===== config.mk =====
export PLATFORM = sky130hd
export DESIGN_NAME = fec_rx_deframer
export DESIGN_NICKNAME = d
export VERILOG_FILES = /design/src/rtl/fec_rx_deframer.sv
export SDC_FILE = /design/constraint.sdc
export NUM_CORES = 1
export LEC_CHECK = 0
export ABC_AREA = 1
export CAP_MARGIN = 15
export CORE_MARGIN = 3
export CORE_UTILIZATION = 47
export DETAILED_ROUTE_END_ITERATION = 16
export GPL_ROUTABILITY_DRIVEN = 0
export GPL_TIMING_DRIVEN = 0
export PLACE_DENSITY = 0.77
export SLEW_MARGIN = 20
export SYNTH_ARGS = -nofsm -noshare
export SYNTH_HDL_FRONTEND = slang
export SYNTH_SLANG_ARGS = --single-unit
export TNS_END_PERCENT = 30

===== constraint.sdc =====
create_clock -name clk -period 1.4 [get_ports clk]
set_input_delay 0.28 -clock clk [delete_from_list [all_inputs] [get_ports clk]]
set_output_delay 0.28 -clock clk [all_outputs]
set_load 0.02 [all_outputs]

===== src/rtl/fec_rx_deframer.sv =====
// Serial-to-parallel deframer feeding the cross-parity FEC decoder.
// Optional decoder-done watchdog enabled by defining FEC_DEFRAMER_TIMEOUT_EN.
module fec_rx_deframer #(
    parameter int WIDTH       = 4,
    parameter int DEPTH       = 4,
    parameter int TIMEOUT_CYC = 64
) (
    input  logic                          clk,
    input  logic                          rst_n,
    input  logic                          in_valid,
    output logic                          in_ready,
    input  logic                          in_sof,
    input  logic                          in_data,
    output logic [WIDTH-1:0][DEPTH-1:0]   dec_data,
    output logic [DEPTH-1:0]              dec_row_parity,
    output logic [WIDTH-1:0]              dec_col_parity,
    output logic                          dec_start,
    input  logic                          dec_done,
    output logic                          busy,
    output logic                          frame_err,
    output logic [15:0]                   frame_cnt
`ifdef FEC_DEFRAMER_TIMEOUT_EN
    ,
    output logic                          timeout_err
`endif
);

    localparam int DATA_BITS = WIDTH * DEPTH;
    localparam int N         = DATA_BITS + DEPTH + WIDTH;
    localparam int CNT_W     = $clog2(N);
    localparam logic [CNT_W-1:0] LAST_BIT = CNT_W'(N - 1);
    localparam logic [CNT_W-1:0] ONE      = CNT_W'(1);

    typedef enum logic [1:0] {
        IDLE,
        COLLECT,
        START,
        WAIT_DONE
    } state_t;

    state_t           state;
    logic [N-1:0]     frame_q;
    logic [CNT_W-1:0] bit_cnt;
    logic             accept;

`ifdef FEC_DEFRAMER_TIMEOUT_EN
    localparam int TO_W = $clog2(TIMEOUT_CYC + 1);
    localparam logic [TO_W-1:0] TO_LAST = TO_W'(TIMEOUT_CYC - 1);
    logic [TO_W-1:0] wd_cnt;
`endif

    assign accept = in_valid && in_ready;

    // The whole frame lives in one shift-free register; fields are fixed slices of it.
    assign dec_data       = frame_q[DATA_BITS-1:0];
    assign dec_row_parity = frame_q[DATA_BITS +: DEPTH];
    assign dec_col_parity = frame_q[DATA_BITS+DEPTH +: WIDTH];

    always_ff @(posedge clk or negedge rst_n) begin
        if (!rst_n) begin
            state     <= IDLE;
            frame_q   <= '0;
            bit_cnt   <= '0;
            in_ready  <= 1'b0;
            dec_start <= 1'b0;
            busy      <= 1'b0;
            frame_err <= 1'b0;
            frame_cnt <= '0;
`ifdef FEC_DEFRAMER_TIMEOUT_EN
            wd_cnt      <= '0;
            timeout_err <= 1'b0;
`endif
        end else begin
            dec_start <= 1'b0;
            frame_err <= 1'b0;
`ifdef FEC_DEFRAMER_TIMEOUT_EN
            timeout_err <= 1'b0;
`endif
            case (state)
                IDLE: begin
                    in_ready <= 1'b1;
                    if (accept && in_sof) begin
                        frame_q[0] <= in_data;
                        bit_cnt    <= ONE;
                        busy       <= 1'b1;
                        state      <= COLLECT;
                    end
                end

                COLLECT: begin
                    if (accept) begin
                        // A mid-frame sof restarts assembly rather than completing the frame.
                        if (in_sof) begin
                            frame_err  <= 1'b1;
                            frame_q[0] <= in_data;
                            bit_cnt    <= ONE;
                        end else begin
                            frame_q[bit_cnt] <= in_data;
                            if (bit_cnt == LAST_BIT) begin
                                bit_cnt   <= '0;
                                in_ready  <= 1'b0;
                                dec_start <= 1'b1;
                                state     <= START;
                            end else begin
                                bit_cnt <= bit_cnt + ONE;
                            end
                        end
                    end
                end

                START: begin
                    state <= WAIT_DONE;
`ifdef FEC_DEFRAMER_TIMEOUT_EN
                    wd_cnt <= '0;
`endif
                end

                WAIT_DONE: begin
                    if (dec_done) begin
                        busy     <= 1'b0;
                        in_ready <= 1'b1;
                        state    <= IDLE;
                        if (frame_cnt != 16'hFFFF) begin
                            frame_cnt <= frame_cnt + 16'd1;
                        end
                    end
`ifdef FEC_DEFRAMER_TIMEOUT_EN
                    else if (wd_cnt == TO_LAST) begin
                        timeout_err <= 1'b1;
                        busy        <= 1'b0;
                        in_ready    <= 1'b1;
                        state       <= IDLE;
                    end else begin
                        wd_cnt <= wd_cnt + TO_W'(1);
                    end
`endif
                end

                default: begin
                    state <= IDLE;
                end
            endcase
        end
    end

endmodule


Yosys cells after proc, flatten, opt, wreduce, memory -nomap -nowiden
Cells that the tools add are included.
{ "word_totals": {"register_bits": 51, "latch_bits": 0, "ramBits": 0, "romBits": 0, "inputBits": 6, "output_inout_bits": 44, "elab_cells": 70, "memories": 0} }
{ "op_classes": {"n_addsub": 2, "n_mul": 0, "div": 0, "order_cmp": 2, "eq_ne": 10, "shifts": 0, "muxes": 33, "bitwise_logic": 1, "reduce_logical": 13} }
{ "op_table": {"columns": ["cell", "count"], "rows": [
  ["$bwmux W24", 1],
  ["$mux W5", 4],
  ["$mux W1", 17],
  ["$add A16 B1 Y16 const B", 1],
  ["$ne A16 B16 Y1 const B", 1],
  ["$reduce_and A3 Y1", 4],
  ["$mux W2", 5],
  ["$ne A2 B2 Y1 const B", 5],
  ["$pmux W5 S2", 1],
  ["$reduce_and A5 Y1", 2],
  ["$pmux W2 S4", 1],
  ["$lt A5 B6 Y1 const B", 1],
  ["$add A5 B1 Y5 const B", 1],
  ["$demux W1 S5", 1],
  ["$eq A5 B5 Y1 const B", 1],
  ["$ge A5 B1 Y1 const B", 1],
  ["$eq A2 B2 Y1 const B", 2],
  ["$pmux W1 S2", 2],
  ["$reduce_bool A2 Y1", 2],
  ["$logic_and A1 B1 Y1", 3],
  ["$pmux W1 S3", 1],
  ["$reduce_bool A3 Y1", 1],
  ["$eq A2 B1 Y1 const B", 1],
  ["$logic_not A2 Y1", 1],
  ["$not A1 Y1", 1]
]} }

Logic depth before layout (Yosys ltp)
{ "logic_depth": {"ltp_word": 8, "depth_mapped": 11, "ltp_nobuf": 11} }

Least setup slack after synthesis
No wires, ideal clock.
{ "synth_timing": {"path_type": "reg-to-reg", "start": "reg frame_cnt[0]", "end": "reg frame_cnt[0]", "setup_ps": 117, "arrival_ps": 1472, "required_time_ps": 1283, "path_slack_ps": -189, "stages_incl_launch_ff": 10, "n_path_buf": 1, "period_less_slack_ps": 1589, "cell_sequence": "dfrtp_1 > ha_1 > nand3_1 > inv_2 > nand3_4 > nor2_2 > nor2_2 > buf_4 > nand2_1 > nand2_1"} }
{ "synth_between": {"elab_chain_cells": 2, "elab_cells_between_ends": 3, "classes_between": "1 x add/sub; 1 x eq/ne; 1 x reduce/logical"} }
{ "synth_rtl": {"columns": ["element", "line_no", "rtl"], "rows": [
  ["start: declaration", "21", "output logic [15:0] frame_cnt"],
  ["start signal: assignment", "124", "frame_cnt <= frame_cnt + 16'd1;"],
  ["parallel branches: the longest is 2 deep, another holds $add A16 B1 Y16", null, null]
]} }
Parallel ways; which one is timed is not known.
A chain may end at the register's enable or synchronous reset.

Worst setup path in the final report
{ "layout_timing": {"start": "reg bit_cnt[3]", "end": "reg frame_q[16]"} }
{ "layout_between": {"elab_chain_cells": 5, "elab_cells_between_ends": 6, "classes_between": "2 x order compare; 3 x mux; 1 x reduce/logical"} }
{ "layout_rtl": {"columns": ["element", "line_no", "rtl"], "rows": [
  ["start: declaration", "43", "logic [CNT_W-1:0] bit_cnt;"],
  ["start signal: assignment", "105", "bit_cnt <= bit_cnt + ONE;"],
  ["$lt A5 B6 Y1 (implied by the code) or $ge A5 B1 Y1 (tied branches)", "98", "frame_q[bit_cnt] <= in_data;"],
  ["$logic_and A1 B1 Y1 (implied by the code)", "98", null],
  ["$mux W1 (implied by the code)", "98", null],
  ["$demux W1 S5 *", "98", null],
  ["$bwmux W24 *", "98", null],
  ["end signal: indexed assignment", "98", null],
  ["end: declaration", "42", "logic [N-1:0] frame_q;"]
]} }
Every way passes the cells marked *; elsewhere a longest branch is shown, timed or not.

==> run_results.csv <==
group,metric,value,unit
grt,grt_usage,0.1946,
critical_path,critPathLaunch,"bit_cnt[3]",
sta,finalHoldViolCount,1,
yosys,yosysWarnings,0,
drt,ant_nets,0,
yosys,synth-simple-area-share,0.3209,
critical_path,worst_ep_required_time,1.57,ns
die,die_w,81.88,um
critical_path,cp-end-kind,"flip-flop",
grt,grt_pass1_wl,10270,um
die,ios,50,
yosys,avgSynthCellArea,7.688,sq um
power_and_ir_drop,vdd_drop_max,0.8446,mV
sta,fmax,621.6,MHz
yosys,async_reset_ff_frac,1.000,
place,hpwlAfterDp,4319,um
grt,grt_pass1_vias,2337,
grt,grt.overflow.total,0,
critical_path,r2r_end,"frame_q[16]",
power_and_ir_drop,p_per_area,1400,nW/um^2
drt,vias_per_cell,5.089,
clocking,htree_levels,2,
critical_path,critPathLaunchType,"flip-flop",
clocking,insertion_delay,0.30,ns
critical_path,worstRegToRegCells,6,
critical_path,critical_path_arrival,1.78,ns
yosys,synth_edf_count,0,
critical_path,path_buf_inv,1,
layout,fillers,452,
critical_path,critPathMostFrequentCell,"nand2_1",
drt,remaining_drc_errors,0,
layout,drive_gt1_frac,0.3088,
critical_path,path_max_fanout,5,
critical_path,cp.depth,6,
layout,nets,450,
run_status,outcome,"finished with violations",
place,place_area,3338,sq um
layout,antenna_cells,0,
yosys,synth_area,2706,sq um
sta,fin_crit_sh,1.149,
place,numPortBuffers,49,
die,row_count,27,
critical_path,crit_path_top_delay_cell,"nor2_1",
worst_hold_path,min_path_type,"primary input to asynchronous set/reset pin",
layout,area_growth,44.75,%
clocking,clock_sinks,51,
die,die_h,81.88,um
power_and_ir_drop,leakage,1.888,nW
yosys,synth_seq_cells,51,
drt,dr.pass1.iters,4,
clocking,path_clk_slew,0.10,ns
sta,rsz0062_at_grt,"true",
yosys,synth_compound_area_frac,0.08414,
sta,fin_hold_ws,-0.0002734,ns
critical_path,cpPeakStageDelay,0.44,ns
die,start_util,0.4885,
sta,max_slew_margin,0.5824,
yosys,postSynthCellCount,352,
sta,clock_skew,0.009324,ns
clocking,cts_tree,"done",
yosys,synth_cell_types,28,
yosys,synthMuxAreaShare,0,
critical_path,cp_cell_sequence,"inv_2 > nand2_1 > nor2_1 > nand3_2 > nand2_1 > o21ai_1",
clocking,cts-root-buf,"clkbuf_8",
place,pre_cts_slack,-0.3271,ns
sta,setup_slack,-0.2087,ns
grt,grt_max_degree,52,
grt,antenna_found_initial,0,
clocking,holdBufCountCts,0,
clocking,cts_made_buffers,5,
drt,first_iter_violations,149,
critical_path,r2r_slack,-0.21,ns
drt,wl,6948,um
critical_path,critical_path_class,"flip-flop to flip-flop",
die,core_area,5540,sq um
sta,min_period,1.609,ns
sta,worst_pin_slew,0.6264,ns
layout,finalInstanceArea,3918,sq um
critical_path,crit_end,"frame_q[16]",
run_status,violations,"hold timing, setup timing",
yosys,synth-adder-area-share,0.04623,
run,cap_viol_max_count,0,
layout,final_core_util,0.7071,
yosys,synth.yosys.seq_area_share,0.4716,
sta,setup_viol,46,
clocking,cts.path.max_buffers,2,
sta,final_max_slew_viol_count,0,
critical_path,timing.rr.start,"bit_cnt[3]",
power_and_ir_drop,power,5.484,mW
yosys,yosys_most_used_dff,"dfrtp_1",
yosys,synth_nets,368,
critical_path,cp_top_family,"simple AND/OR/NAND/NOR gates",
drt,vias,2575,
yosys,synthXorXnorAreaFrac,0.02265,
yosys,synth_top_family_by_area,"simple AND/OR/NAND/NOR gates",
die,die_area,6704,sq um
drt,wire_per_inst,13.73,um
layer usage:
metal | part of all wire | GRT usage | vias to the layer above
li1 | - | - | 1286
met1 | 0.42 | 0.2406 | 1217
met2 | 0.53 | 0.3498 | 66
met3 | 0.042 | 0.03289 | 6
met4 | 0.0063 | 0.04983 | 0
met5 | 0 | 0 | -
layout by cell type, fill, tap and decap left out, types with 5 or more instances in the layout:
cell type / synthesis / routed
nand4_1: 6 / 6
buf_6: 1 / 9
clkbuf_8: 0 / 5
inv_2: 4 / 5
nand2_1: 129 / 105
inv_1: 27 / 21
nand2_2: 3 / 21
nor2_1: 38 / 27
nand2_4: 0 / 5
buf_4: 1 / 19
dlygate4sd2_1: 0 / 35
a21oi_1: 12 / 9
nor2_2: 3 / 9
o21ai_1: 7 / 16
nor2_4: 2 / 7
dfrtp_1: 51 / 40
nand3_1: 18 / 9
nand3_2: 0 / 7
dfrtp_2: 0 / 11
ha_4: 0 / 5
o21ai_0: 19 / 6
synthesized netlist by cell type (2+ instances only):
library cell    n  area share
o21ai_1         7       0.013
a21oi_1        12       0.022
dfrtp_1        51        0.47
nor2_2          3      0.0069
nor2_4          2      0.0083
nand4_1         6       0.014
inv_2           4      0.0055
nor2_1         38       0.053
nand3_1        18       0.033
inv_1          27       0.037
nand2_2         3      0.0069
xnor2_1         4       0.013
xor2_1          3      0.0097
ha_1           10       0.046
clkbuf_1        2      0.0028
nor3_1          4      0.0074
o21ai_0        19       0.035
nand2_1       129        0.18
layout make-up:
class / instances / area, sq um / share of cell area
clock inverters: 1 / 30.03 / 0.007665
well taps: 72 / 90.09 / 0.02300
inverters: 32 / 145.1 / 0.03705
repair inverters: 1 / 8.758 / 0.002236
repair buffers: 74 / 640.6 / 0.1635
clock buffers: 6 / 72.57 / 0.01852
plain buffers: 4 / 30.03 / 0.007665
multi-input cells: 265 / 1610 / 0.4110
flip-flops and latches: 51 / 1290 / 0.3293
per-stage QoR:
step | cells | TNS (ns)
floorplan | 352 | -0.3193
global placement | 473 | -81.93
detailed placement | 473 | -9.522
CTS | 489 | -3.840
global route | 506 | -7.007
finish | 506 | -3.000
flip-flops by register name (all words and copies together), names as in the netlist:
signal,flops
frame_q,24
bit_cnt,5
dec_start,1
frame_cnt,16
frame_err,1
state,2
busy,1
in_ready,1
logic make-up (layout without fill, tap and decap cells):
| kind of cell | Yosys count | count (layout) |
|---|---|---|
| simple gates | 206 | 206 |
| flops | 51 | 51 |
| compound gates | 42 | 42 |
| buf+inv | 36 | 118 |
| fa+ha+maj | 10 | 10 |
| xor+xnor | 7 | 7 |
how the worst min path moves through the flow:
stage | from | to | slack, ns
3_3_place_gp | frame_q[22] | frame_q[22] | 0.47
3_5_place_dp | rst_n | frame_q[21] | 0.35
2_1_floorplan | rst_n | bit_cnt[0] | -0.02
6_report | rst_n | frame_q[13] | -0.0003
5_1_grt | rst_n | frame_q[21] | 0.04
4_1_cts | rst_n | frame_q[13] | 0.02
what timing repair did:
| action | 4_1_cts | 5_1_grt |
|---|---|---|
| pin swaps | 12 | 25 |
| endpoints found under the hold margin | 0 | 0 |
| endpoints found under the setup margin | 87 | 60 |
| gates cloned | 1 | 2 |
| setup buffers | 8 | 15 |
| gates resized for setup | 96 | 85 |
power by group:
| group | leakage, nW | internal [mW] | switching, mW |
|---|---|---|---|
| logic | 1.17 | 1.08 | 1.47 |
| registers | 0.664 | 1.71 | 0.228 |
| clock network | 0.0513 | 0.525 | 0.476 |
No activity file was read; power rests on OpenSTA's default activity.
